**src/rtl/fma_issue_queue.sv**
```systemverilog
// fma_issue_queue: input request FIFO, credit-gated issue into registered FMA operands,
// fixed-latency tag pipeline and output result FIFO. FMA_ISSUE_PERF_EN adds perf counters.
module fma_issue_queue #(
   parameter int WIDTH       = 32,
   parameter int TAG_WIDTH   = 4,
   parameter int IN_DEPTH    = 4,
   parameter int OUT_DEPTH   = 4,
   parameter int FMA_LATENCY = 1
) (
   input  logic                 clk,
   input  logic                 rst,
   input  logic                 in_valid,
   output logic                 in_ready,
   input  logic [WIDTH-1:0]     in_a,
   input  logic [WIDTH-1:0]     in_b,
   input  logic [WIDTH-1:0]     in_c,
   input  logic [1:0]           in_rnd,
   input  logic [TAG_WIDTH-1:0] in_tag,
   output logic [WIDTH-1:0]     fma_a,
   output logic [WIDTH-1:0]     fma_b,
   output logic [WIDTH-1:0]     fma_c,
   output logic [1:0]           fma_rnd,
   output logic                 fma_issue,
   input  logic [WIDTH-1:0]     fma_result,
   output logic                 out_valid,
   input  logic                 out_ready,
   output logic [WIDTH-1:0]     out_result,
   output logic [TAG_WIDTH-1:0] out_tag,
`ifdef FMA_ISSUE_PERF_EN
   output logic [31:0]          perf_issued,
   output logic [31:0]          perf_stall,
`endif
   output logic                 busy
);
   localparam int IW = $clog2(IN_DEPTH);
   localparam int OW = $clog2(OUT_DEPTH);
   localparam int EW = 3*WIDTH + 2 + TAG_WIDTH;
   localparam int RW = WIDTH + TAG_WIDTH;

   logic [EW-1:0]        in_mem_q [IN_DEPTH];
   logic [RW-1:0]        out_mem_q [OUT_DEPTH];
   logic [IW-1:0]        in_wp_q, in_wp_d, in_rp_q, in_rp_d;
   logic [IW:0]          in_cnt_q, in_cnt_d;
   logic [OW-1:0]        out_wp_q, out_wp_d, out_rp_q, out_rp_d;
   logic [OW:0]          out_cnt_q, out_cnt_d, infl_q, infl_d;
   logic [FMA_LATENCY-1:0] pv_q;
   logic [TAG_WIDTH-1:0] pt_q [FMA_LATENCY];
   logic [EW-1:0]        head;
   logic                 push, issue, capture, pop;

   assign head      = in_mem_q[in_rp_q];
   assign in_ready  = !rst && (in_cnt_q < (IW+1)'(IN_DEPTH));
   assign push      = in_valid && in_ready;
   // Credits cover both in-flight ops and held results, so capture never overflows
   assign issue     = (in_cnt_q != '0) && (({1'b0, infl_q} + {1'b0, out_cnt_q}) < (OW+2)'(OUT_DEPTH));
   assign capture   = pv_q[FMA_LATENCY-1];
   assign out_valid = out_cnt_q != '0;
   assign pop       = out_valid && out_ready;
   assign {out_result, out_tag} = out_mem_q[out_rp_q];
   assign busy      = (in_cnt_q != '0) || (infl_q != '0) || (out_cnt_q != '0);

   always_comb begin
      in_wp_d   = push ? in_wp_q + 1'b1 : in_wp_q;
      in_rp_d   = issue ? in_rp_q + 1'b1 : in_rp_q;
      in_cnt_d  = in_cnt_q + (IW+1)'(push) - (IW+1)'(issue);
      out_wp_d  = capture ? out_wp_q + 1'b1 : out_wp_q;
      out_rp_d  = pop ? out_rp_q + 1'b1 : out_rp_q;
      out_cnt_d = out_cnt_q + (OW+1)'(capture) - (OW+1)'(pop);
      infl_d    = infl_q + (OW+1)'(issue) - (OW+1)'(capture);
   end

   always_ff @(posedge clk) begin
      if (rst) begin
         in_wp_q   <= '0;
         in_rp_q   <= '0;
         in_cnt_q  <= '0;
         out_wp_q  <= '0;
         out_rp_q  <= '0;
         out_cnt_q <= '0;
         infl_q    <= '0;
         pv_q      <= '0;
         fma_a     <= '0;
         fma_b     <= '0;
         fma_c     <= '0;
         fma_rnd   <= 2'b00;
         fma_issue <= 1'b0;
         for (int i = 0; i < FMA_LATENCY; i++) pt_q[i] <= '0;
         for (int i = 0; i < OUT_DEPTH; i++) out_mem_q[i] <= '0;
      end else begin
         in_wp_q   <= in_wp_d;
         in_rp_q   <= in_rp_d;
         in_cnt_q  <= in_cnt_d;
         out_wp_q  <= out_wp_d;
         out_rp_q  <= out_rp_d;
         out_cnt_q <= out_cnt_d;
         infl_q    <= infl_d;
         fma_issue <= issue;
         pv_q[0]   <= issue;
         pt_q[0]   <= head[TAG_WIDTH-1:0];
         for (int i = 1; i < FMA_LATENCY; i++) begin
            pv_q[i] <= pv_q[i-1];
            pt_q[i] <= pt_q[i-1];
         end
         if (push) in_mem_q[in_wp_q] <= {in_a, in_b, in_c, in_rnd, in_tag};
         if (issue) {fma_a, fma_b, fma_c, fma_rnd} <= head[EW-1:TAG_WIDTH];
         if (capture) out_mem_q[out_wp_q] <= {fma_result, pt_q[FMA_LATENCY-1]};
      end
   end

`ifdef FMA_ISSUE_PERF_EN
   always_ff @(posedge clk) begin
      if (rst) begin
         perf_issued <= '0;
         perf_stall  <= '0;
      end else begin
         if (issue) perf_issued <= perf_issued + 32'd1;
         if ((in_cnt_q != '0) && !issue) perf_stall <= perf_stall + 32'd1;
      end
   end
`endif
endmodule

```
**config.mk**
```make
export PLATFORM = sky130hd
export DESIGN_NAME = fma_issue_queue
export DESIGN_NICKNAME = d
export VERILOG_FILES = /design/src/rtl/fma_issue_queue.sv
export SDC_FILE = /design/constraint.sdc
export NUM_CORES = 1
export LEC_CHECK = 0
export BUFFER_PORTS_ARGS = -buffer_cell sky130_fd_sc_hd__buf_2
export CORE_MARGIN = 1.5
export CORE_UTILIZATION = 40
export DETAILED_ROUTE_END_ITERATION = 8
export PLACE_DENSITY_LB_ADDON = 0.05
export SLEW_MARGIN = 25
export SYNTH_ARGS = -nofsm -noshare
export SYNTH_HDL_FRONTEND = slang
export SYNTH_SLANG_ARGS = --single-unit
```
**constraint.sdc**
```tcl
create_clock -name clk -period 7.8 [get_ports clk]
set_clock_uncertainty 0.15 [all_clocks]
set_input_delay 1.56 -clock clk [delete_from_list [all_inputs] [get_ports clk]]
set_output_delay 1.56 -clock clk [all_outputs]
set_load 0.005 [all_outputs]
```
; Word-level counts from Yosys, hierarchy flattened
; Memories as Yosys holds them, arrays and structs flattened. A register that Yosys moved wholly into a read port is not among the register bits.
; Index checks and enable logic that the tools add are counted.
[op_classes]
n_addsub = 11
multipliers = 0
div_mod_pow = 0
n_lt_le_gt_ge = 2
n_eq_ne = 0
shift = 0
mux = 18
bitwise_logic = 0
reduce_logical = 12
[op_table]
columns = op, n
row1 = $mux 36, 1
row2 = $reduce_or 36->1, 1
row3 = $mux 1, 11
row4 = $mux 2, 5
row5 = $add 3x1->3, 3
row6 = $reduce_bool 3->1, 3
row7 = $sub 3x1->3, 3
row8 = $add 2x1->2 const B, 4
row9 = $add 3x3->4, 1
row10 = $logic_and 1x1->1, 4
row11 = $lt 4x3->1 const B, 1
row12 = $mux 4, 1
row13 = $reduce_or 4->1, 1
row14 = $lt 3x3->1 const B, 1
row15 = $logic_or 1x1->1, 2
row16 = $logic_not 1->1, 1
[word_totals]
ff_bits = 116
latch_bits = 0
ram_bits = 556
romBits = 0
output_inout_bits = 138
n_memories = 3
[memory_table]
columns = name, words, word_bits, read_ports, rd_ports_with_merged_regs, write_ports, line
row1 = in_mem_q, 4, 102, 1, 1, 1, 40  ; logic [EW-1:0] in_mem_q [IN_DEPTH];
row2 = out_mem_q, 4, 36, 1, 1, 4, 41  ; logic [RW-1:0] out_mem_q [OUT_DEPTH];
row3 = pt_q, 1, 4, 1, 0, 1, 47  ; logic [TAG_WIDTH-1:0] pt_q [FMA_LATENCY];

; Longest topological paths before layout
[logic_depth]
depth_word = 6
depth_mapped = 13
ltp_nobuf = 12

; Worst setup path after synthesis
; No wires, ideal clock.
[synth_timing]
path_kind = input to register
startpoint = input rst
endpoint = memory in_mem_q[0][0] (netlist name), enable pin
setup_ps = 472
t_arrival_ps = 4489
setup_slack_ps = 2688
cell_stages = 3
cell_sequence = buf_2 -> nor3b_2 -> and2_1
[synth_via]
elab_chain_len = 6
[synth_rtl]
columns = item, line
row1 = start: declaration, 11  ; input logic rst,
row2 = $logic_not 1->1, 52  ; assign in_ready = !rst && (in_cnt_q < (IW+1)'(IN_DEPTH));
row3 = $logic_and 1x1->1, 52
row4 = $logic_and 1x1->1, 53  ; assign push = in_valid && in_ready;
row5 = $mux 1, 104  ; if (push) in_mem_q[in_wp_q] <= {in_a, in_b, in_c, in_rnd, in_tag};
row6 = $mux 1 *, 73  ; if (rst) begin
row7 = $mux 1 (not written as such) *, 104
row8 = end: declaration, 40
; Mark *: on every way between the ends. The rest lies on a longest branch, timed or not.

==> summary.md <==
| Metric | Value |
|---|---|
| Post-CTS sizing | 0 |
| Vias in the first global route | 15431 |
| Overall Global Routing Usage | 19.72% |
| Routed WL | 64970 um |
| Asr flop ratio synth | 0% |
| WHS Path Cells | 2 |
| Area leader, netlist | edfxtp_1 |
| Maximum vdd drop | 0.2792 mV |
| CTS max path bufs | 3 |
| RSZ-0062 raised after global routing | no |
| Switching Share | 30.09% |
| Share of layout cells above drive strength 1 | 31.49% |
| DIE HEIGHT | 258.8 um |
| Fin cells | 2656 |
| Synthesized flop and latch total | 676 |
| Register area share after synthesis | 72.84% |
| I/O pins | 276 |
| Int Pwr | 7.251 mW |
| Critical Path RT | 6.09 ns |
| Post-CTS setup buffers | 0 |
| RR Startpoint | in_cnt_q[2]$_SDFF_PP0_ |
| Setup TNS | 0 ns |
| Dpl hpwl | 36250 um |
| Worst Hold End | fma_b[21]$_SDFFE_PP0P_ |
| Initial antenna violation count | 23 |
| Logic pwr share | 23.3% |
| RD Place Congestion | 0.6995 |
| Final Util | 47.55% |
| Design area | 0.03071 sq mm |
| Nets@finish | 1885 |
| Vias per Instance | 5.460 |
| Clock share of power | 31.5% |
| Final setup viols | 0 |
| DRT antenna net count | 0 |
| Max Fclk | 247.3 MHz |
| Leakage | 11.11 nW |
| Status | complete, no violations |
| CTS clk-pin slew, worst paths | 0.06 ns |
| Pin count of the biggest net entering global routing | 102 |
| Cell area power density | 337.8 mW/mm^2 |
| Final Hold Viols | 0 |
| Worst Max-Slew Pin Slew | 0.9622 ns |
| Share of power burned in registers | 45.2% |
| Clock sinks | 676 |
| Hold Path Class | reg -> reg |
| Reg2reg end | in_cnt_q[2]$_SDFF_PP0_ |
| Slew Viols, Final | 0 |
| Top_reg_cell synth | edfxtp_1 |
| Crit path time final | 4.044 ns |
| Initial Util | 40.52% |
| EDFF count, synth | 552 |
| Post-CTS Hold Buffers | 0 |
| R2R Setup Slk | 4.56 ns |
| YS warnings | 0 |
| Detailed Routing Iterations Pass 1 | 5 |
| Max_cap viols | 0 |
| Syn Area/Cell | 17.69 sq um |
| Max transition margin | 35.85% |
| Worst reg-to-reg path cell count | 12 |
| CP Max Fanout | 36 |
| Starting DRC count in detailed routing | 871 |
| Port bufs | 275 |
| Chip width | 258.8 um |
| Die ar. | 0.06696 sq mm |
| Worst Slack Setup Final | 3.756 ns |
| Area delta synth->final | 17.35% |
| Post-Place Cells | 2512 |
| CTS HTree Levels | 3 |
| CP Data Arrival Time | 2.33 ns |
| Cell count after synthesis | 1479 |
| DRC errors left | 0 |
| Clk_lat worst skew | 0.60 ns |
| Crit path kind | reg -> out |
| Post-synth top area share | 63.35% |
| Rows | 93 |
| First-pass GRT wire length | 98010 um |
| Mapped Area | 0.02617 sq mm |
| Post-Synthesis Net Count | 1632 |
| Synth cell types | 38 |
| Pre-CTS setup slack | 3.418 ns |
| Total global routing overflow | 0 |
| Largest cells by area after synthesis | edfxtp_1 (63%), mux4_2 (12%), dfxtp_1 (9.5%), o311ai_0 (3.3%), and2_1 (2.8%) |
| Via Count | 14501 |
| HP Start | fma_b[21]$_SDFFE_PP0P_ |
| Cts bufs inserted | 73 |
| Critical Path End Type | output pin |
| Final period util | 51.85% |
| Worst setup SP type | flop |
| Core area | 0.06458 sq mm |
| Post-DP Area | 0.02844 sq mm |
| WL per Instance | 24.46 um |
| Root Buffer | clkbuf_16 |
| TritonCTS clock tree | done |
| Post-synth top cells | edfxtp_1 (552), mux4_2 (138), dfxtp_1 (124), and2_1 (117), nand2_1 (104) |
| Switching Power | 3.121 mW |
| Most numerous cell in the Yosys netlist | edfxtp_1 |
## cell type report
class | count | area [sq um]
Clock buffer | 111 | 2095
Tap cell | 855 | 1070
Multi-Input combinational cell | 662 | 6605
Sequential cell | 676 | 19070
Inverter | 15 | 60.06
Fill cell | 5613 | 33870
Clock inverter | 23 | 143.9
Antenna cell | 10 | 25.02
Timing Repair Buffer | 304 | 1638
## worst max path at each step
stage,slack (ns),to
2_1_floorplan,2.69,in_mem_q[0][0]$_DFFE_PP_
3_3_place_gp,3.11,in_mem_q[0][95]$_DFFE_PP_
3_5_place_dp,3.42,in_mem_q[0][95]$_DFFE_PP_
4_1_cts,3.64,out_result[27]
5_1_grt,3.58,busy
6_report,3.76,out_result[27]
## cells in the final DEF (no fill, tap or decap), drive strengths merged
| cell | netlist | final |
|---|---|---|
| a21oi | 1 | 1 |
| a31oi | 1 | 1 |
| and2 | 117 | 117 |
| and3 | 37 | 37 |
| buf | 38 | 304 |
| bufinv | 0 | 1 |
| clkbuf | 88 | 111 |
| clkinv | 1 | 20 |
| clkinvlp | 0 | 1 |
| dfxtp | 124 | 124 |
| diode | 0 | 10 |
| edfxtp | 552 | 552 |
| fa | 3 | 3 |
| ha | 12 | 12 |
| inv | 14 | 16 |
| mux2 | 3 | 3 |
| mux4 | 138 | 138 |
| nand2 | 104 | 104 |
| nand3 | 1 | 1 |
| nand3b | 1 | 1 |
| nand4 | 98 | 98 |
| nand4b | 1 | 1 |
| nor2 | 15 | 15 |
| nor2b | 7 | 7 |
| nor3 | 4 | 4 |
| nor3b | 1 | 1 |
| nor4 | 1 | 1 |
| nor4b | 1 | 1 |
| o21ai | 1 | 1 |
| o311ai | 99 | 99 |
| o31ai | 2 | 2 |
| or2 | 1 | 1 |
| or3 | 4 | 4 |
| xnor2 | 6 | 6 |
| xor2 | 3 | 3 |
## sequential cells by signal (all words and copies together) (netlist names), 3 cells and up, named ones only
signal,cells
in_cnt_q,3
out_mem_q,144
fma_a,32
out_cnt_q,3
pt_q,4
infl_q,3
fma_b,32
in_mem_q,408
fma_c,32
## per-layer routing
| metal | global-route usage, % | vias up | routed length (um) |
|---|---|---|---|
| li1 | - | 6466 | - |
| met1 | 25.12 | 7525 | 26870 |
| met3 | 4.538 | 132 | 3527 |
| met4 | 6.985 | 24 | 2002 |
| met2 | 33.13 | 354 | 32410 |
| met5 | 0 | - | 149 |
## critical path, stage by stage, from the launching register on
cell and delay, ns:
dfxtp_2 0.31, buf_4 0.61, mux4_2 0.64, buf_2 0.15
## metrics by stage
| step | total power, mW | hold WS (ns) |
|---|---|---|
| 2_1_floorplan | 6.177 | 0.3089 |
| 3_3_place_gp | 7.205 | 0.2994 |
| 3_5_place_dp | 7.246 | 0.3089 |
| 4_1_cts | 10.54 | 0.3203 |
| 5_1_grt | 10.90 | 0.3451 |
| 6_report | 10.37 | 0.3169 |
## power groups by stage
stage | Sequential, mW | Clock [mW] | Combinational, mW
final | 4.68 | 3.27 | 2.42
after global routing | 4.75 | 3.48 | 2.67
after CTS | 4.69 | 3.35 | 2.49
after detailed placement | 4.76 | 0 | 2.48
after global placement | 4.75 | 0 | 2.45
after floorplan | 4.64 | 0 | 1.53
## kinds of logic after synthesis
logic type | synth area share (%)
compound gates | 3.433
fa+ha+maj | 0.8033
simple gates | 8.401
mux | 12.01
xor+xnor | 0.3013
flops | 72.84
buf+inv | 2.219
(Power assumes the default switching activity.)
